**src/rtl/ctech_lib_clk_req_pkg.sv**
```systemverilog
// Clock-request OR: shared types and legal ranges.
// Used by the request FSM and the clock gate.
package ctech_lib_clk_req_pkg;

  typedef enum logic [1:0] {
    ST_IDLE   = 2'd0,
    ST_WAKE   = 2'd1,
    ST_ACTIVE = 2'd2,
    ST_HOLD   = 2'd3
  } clk_req_st_e;

  localparam int NUM_CH_MIN   = 2;
  localparam int NUM_CH_MAX   = 32;
  localparam int WAKE_CYC_MIN = 1;
  localparam int WAKE_CYC_MAX = 15;
  localparam int HOLD_W_MIN   = 1;
  localparam int HOLD_W_MAX   = 16;

  // Counter must hold both WAKE_CYC-1 and hold_cnt-1.
  function automatic int cnt_width(input int hold_w);
    return (hold_w > 4) ? hold_w : 4;
  endfunction

endpackage

```
**src/rtl/ctech_lib_clk_gate_lat.sv**
```systemverilog
// Latch-based clock gate; enable is captured while clk is low.
// Reset closes the latch so clkout drops at once.
module ctech_lib_clk_gate_lat
  import ctech_lib_clk_req_pkg::*;
(
  input  logic clk,
  input  logic en,
  input  logic rst_b,
  output logic clkout
);

  logic en_lat;

  // Transparent in the low phase, so a high phase is never cut short.
  always_latch begin
    if (!rst_b) begin
      en_lat = 1'b0;
    end else if (!clk) begin
      en_lat = en;
    end
  end

  assign clkout = clk & en_lat;

endmodule

```
**src/rtl/ctech_lib_clk_req_or.sv**
```systemverilog
// ORs per-channel clock requests into one gated clock.
// IDLE -> WAKE -> ACTIVE -> HOLD with per-channel acks.
module ctech_lib_clk_req_or
  import ctech_lib_clk_req_pkg::*;
#(
  parameter int NUM_CH   = 4,
  parameter int HOLD_W   = 4,
  parameter int WAKE_CYC = 2
) (
  input  logic              clk,
  input  logic              rst_b,
  input  logic [NUM_CH-1:0] req,
  input  logic [NUM_CH-1:0] mask,
  input  logic              force_on,
  input  logic [HOLD_W-1:0] hold_cnt,
  output logic [NUM_CH-1:0] ack,
  output logic              clk_en,
  output logic              clkout,
  output logic              busy
);

  localparam int CNT_W = cnt_width(HOLD_W);
  localparam logic [CNT_W-1:0] WAKE_LD =
    CNT_W'(WAKE_CYC - 1);

  if (NUM_CH < NUM_CH_MIN || NUM_CH > NUM_CH_MAX)
  begin : g_bad_num_ch
    $fatal(1, "NUM_CH out of range");
  end

  if (WAKE_CYC < WAKE_CYC_MIN || WAKE_CYC > WAKE_CYC_MAX)
  begin : g_bad_wake_cyc
    $fatal(1, "WAKE_CYC out of range");
  end

  if (HOLD_W < HOLD_W_MIN || HOLD_W > HOLD_W_MAX)
  begin : g_bad_hold_w
    $fatal(1, "HOLD_W out of range");
  end

  clk_req_st_e       state;
  clk_req_st_e       state_nxt;
  logic [CNT_W-1:0]  cnt;
  logic [CNT_W-1:0]  cnt_nxt;
  logic [NUM_CH-1:0] eff;
  logic [NUM_CH-1:0] ack_nxt;
  logic              wake;

  assign eff  = req & ~mask;
  assign wake = (|eff) | force_on;
  assign busy = (state != ST_IDLE);

  // Next state and down-counter; counter never wraps below zero.
  always_comb begin
    state_nxt = state;
    cnt_nxt   = cnt;
    unique case (state)
      ST_IDLE: begin
        if (wake) begin
          state_nxt = ST_WAKE;
          cnt_nxt   = WAKE_LD;
        end
      end
      ST_WAKE: begin
        if (cnt == '0) begin
          state_nxt = ST_ACTIVE;
        end else begin
          cnt_nxt = cnt - CNT_W'(1);
        end
      end
      ST_ACTIVE: begin
        if (!wake) begin
          if (hold_cnt != '0) begin
            state_nxt = ST_HOLD;
            cnt_nxt   = CNT_W'(hold_cnt) - CNT_W'(1);
          end else begin
            state_nxt = ST_IDLE;
          end
        end
      end
      ST_HOLD: begin
        if (wake) begin
          state_nxt = ST_ACTIVE;
        end else if (cnt == '0) begin
          state_nxt = ST_IDLE;
        end else begin
          cnt_nxt = cnt - CNT_W'(1);
        end
      end
      default: begin
        state_nxt = ST_IDLE;
        cnt_nxt   = '0;
      end
    endcase
  end

  // Acks only follow the masked requests while ACTIVE.
  always_comb begin
    ack_nxt = '0;
    if (state_nxt == ST_ACTIVE) begin
      ack_nxt = eff;
    end
  end

  // State, counter, registered enable and acks.
  always_ff @(posedge clk or negedge rst_b) begin
    if (!rst_b) begin
      state  <= ST_IDLE;
      cnt    <= '0;
      clk_en <= 1'b0;
      ack    <= '0;
    end else begin
      state  <= state_nxt;
      cnt    <= cnt_nxt;
      clk_en <= (state_nxt != ST_IDLE);
      ack    <= ack_nxt;
    end
  end

  ctech_lib_clk_gate_lat u_gate (
    .clk    (clk),
    .en     (clk_en),
    .rst_b  (rst_b),
    .clkout (clkout)
  );

endmodule

```
**config.mk**
```make
export PLATFORM = sky130hd
export DESIGN_NAME = ctech_lib_clk_req_or
export DESIGN_NICKNAME = d
export VERILOG_FILES = /design/src/rtl/ctech_lib_clk_req_pkg.sv /design/src/rtl/ctech_lib_clk_gate_lat.sv /design/src/rtl/ctech_lib_clk_req_or.sv
export SDC_FILE = /design/constraint.sdc
export NUM_CORES = 1
export LEC_CHECK = 0
export CAP_MARGIN = 20
export CORE_MARGIN = 2
export CORE_UTILIZATION = 46
export CTS_CLUSTER_SIZE = 40
export DETAILED_ROUTE_END_ITERATION = 10
export PLACE_DENSITY = 0.86
export SYNTH_ARGS = -nofsm -noshare
export SYNTH_HDL_FRONTEND = slang
export SYNTH_SLANG_ARGS = --single-unit
```
**constraint.sdc**
```tcl
create_clock -name clk -period 2.6 [get_ports clk]
set_clock_uncertainty 0.1 [all_clocks]
set_input_delay 0.78 -clock clk [delete_from_list [all_inputs] [get_ports clk]]
set_output_delay 0.78 -clock clk [all_outputs]
set_load 0.005 [all_outputs]
```
==> results of run 1 <==
-- final cells by class --
class | instances | area, um2 | share of cell area
multi-input cells | 46 | 332 | 0.325
clock buffers | 9 | 61.3 | 0.0601
flip-flops and latches | 12 | 292 | 0.286
clock inverters | 1 | 5.00 | 0.00491
well taps | 15 | 18.8 | 0.0184
inverters | 3 | 11.3 | 0.0110
repair buffers | 33 | 300 | 0.294
-- cell families after synthesis --
family	after synthesis	synth area share
flops	11	0.428
buf+inv	5	0.0331
simple gates	30	0.288
compound gates	9	0.107
fa+ha+maj	1	0.0195
latches	1	0.0233
xor+xnor	1	0.0136
mux	5	0.0875
-- power by group through the flow --
stage / combinational [uW] / sequential, uW / clock (uW)
after floorplan: 223 / 262 / 10.6
after global placement: 290 / 297 / 25.8
after detailed placement: 304 / 301 / 25.8
after CTS: 310 / 298 / 246
after global routing: 336 / 307 / 257
final: 310 / 301 / 239
-- cell usage in the layout (no fill, tap or decap), drive strengths merged --
master,instances
a211o,1
a21o,2
a21oi,3
and2,2
and2b,1
and3b,1
buf,13
clkbuf,8
clkdlybuf4s50,20
clkinv,1
dfrtp,11
dlxtp,1
dlygate4sd3,1
ha,1
inv,3
mux2,2
mux2i,3
nand2,4
nand2b,3
nand3,1
nand3b,1
nor2,10
nor2b,2
nor3,1
nor4b,1
o221ai,1
o22ai,1
o311ai,1
or2,1
or3,1
or4,1
xor2,1
-- sequential cells by signal (all words and copies together) (netlist names) --
signal and count:
u_gate.en_lat 1, ack 4, cnt 4, clk_en 1, state 2
-- final timing paths --
path / from / to / slack (ns) / cells past startpoint
min: rst_b / clock gate / 0.32 / 3
min in group clk: cnt[3] / cnt[3] / 0.41 / 1
max reg2reg: clk_en / u_gate.en_lat / 0.56 / 1
min reg2reg: cnt[3] / cnt[3] / 0.41 / 1
max in group asynchronous: rst_b / state[0] / 1.08 / 3
min in group asynchronous: rst_b / cnt[3] / 1.16 / 3
max: u_gate.en_lat / clkout / -0.37 / 2
max in group gated: rst_b / clock gate / 0.72 / 3
-- through the flow --
step | TNS, ns | instance area [um2]
6_report | -0.365 | 1020
5_1_grt | -0.408 | 1020
4_1_cts | -0.372 | 1020
3_5_place_dp | -1.30 | 952
3_3_place_gp | -1.11 | 952
2_1_floorplan | 0 | 643
-- worst min-delay path: stages --
cell and delay (ns):
clkdlybuf4s50_1 0.41, dlygate4sd3_1 0.56, buf_4 0.19
-- timing repair --
item | CTS | global route
setup endpoints to repair | 2 | 3
hold endpoints to repair | 1 | 0
hold buffers | 1 | 0
pin swaps | 0 | 0
resized for setup | 4 | 1
-- routing by layer --
metal | vias up | wire (um)
met1 | 285 | 634
met3 | 0 | 77
met2 | 24 | 758
li1 | 300 | -
met5 | - | 0
met4 | 0 | 0
==> qor.yml, run 1 <==
firstDrtPassIters: 6
wl_um: 1470
power_frac_comb: 0.365
powerDensity_mw_per_mm2: 834
yosys_warnings: 0
worstPathRequired_ns: 1.72
met3_usage: 0.0798
crit_buf_inv: 1
ys_top_cells_by_area: "dfrtp_1 (43%), nor2_1 (5.8%), mux2i_1 (4.7%)"
grt_start_max_net_pins: 13
synth_top_area_share: 0.428
gr-total-overflow: 0
dp_cells: 109
worst_slack_ns: -0.365
yosysTopAreaCell: "dfrtp_1"
crit_family: "latches"
seqPwrFrac: 0.354
fin_cells: 119
worstSetupEndpointType: "primary output"
dp_slack_ns: -0.572
row_count: 13
drc_errors: 0
vias: 609
coreArea_mm2: 0.00130
layout-drive-gt1-share: 0.298
hold_slack_ns: 0.316
grt_busiest_layer: "met2"
antenna_found_initial: 0
grt_util_met2: 0.332
rsz0062_at_grt: "true"
yosys_most_used_dff: "dfrtp_1"
p_clk_frac: 0.281
area_growth_pct: 58.6
failed_checks: "setup timing"
hold_viol: 0
synthTopCellsByCount: "dfrtp_1 (11), nor2_1 (10), nand2_1 (4)"
status: "complete, but fails checks"
yosysUniqueCellTypes: 32
diodes: 0
max-cap-violations: 0
maxSlewViolCount: 0
antenna_left: 0
syn_area_um2: 643
n_fill_cell: 93
synthesis.nets: 79
ios: 22
peakVddDrop_v: 0.000482
cts_tree: "yes"
die-area_mm2: 0.00171
critPathLaunchType: "latch"
routedWlPerCell_um: 12.3
async_reset_ff_frac: 0.917
ys_ff_latch: 12
portBuffers: 21
p_sw_uw: 287
swShare: 0.337
start_util: 0.494
hpwlAfterDp_um: 1060
die_y_um: 41.4
grt_pass1_wl_um: 2150
crit_path_max_fanout: 1
via_per_inst: 5.12
finalWeightedCongestion: 0.691
grt_pass1_vias: 548
synth-edff-count: 0
leakage_uw: 0.000476
postSynthAreaPerCell_um2: 10.2
min_path_type: "input port to clock gate"
setup_viol: 2
internal_power_uw: 564
arrival_ns: 2.09
drt_iter0_drc: 23
clk_pin_slew_ns: 0.04
post_cts_buffers: 0
final_nets: 120
slew_headroom: 0.776
setup.worst_path.class: "latch to primary output"
synthCells: 63
chipWidth_um: 41.4
grt_usage: 0.214
critPathMaxStageDelay_ns: 0.30
final_core_util: 0.784
crit_chain: "and2_1 > buf_2"
power_uw: 850
synth.most_common_cell: "dfrtp_1"
worst-slew-pin-transition_ns: 0.331
crit_slowest_cell: "dlxtp_1"
insertion_delay_ns: 0.38
grt_use_met1: 0.224
Power figures use the tool's default switching activity.
==> inputs of run 2 (changes only) <==
RECOVER_POWER = 50   (was unset)
==> results of run 2 <==
The final DEF is identical to that of run 1; final timing and power are the same.
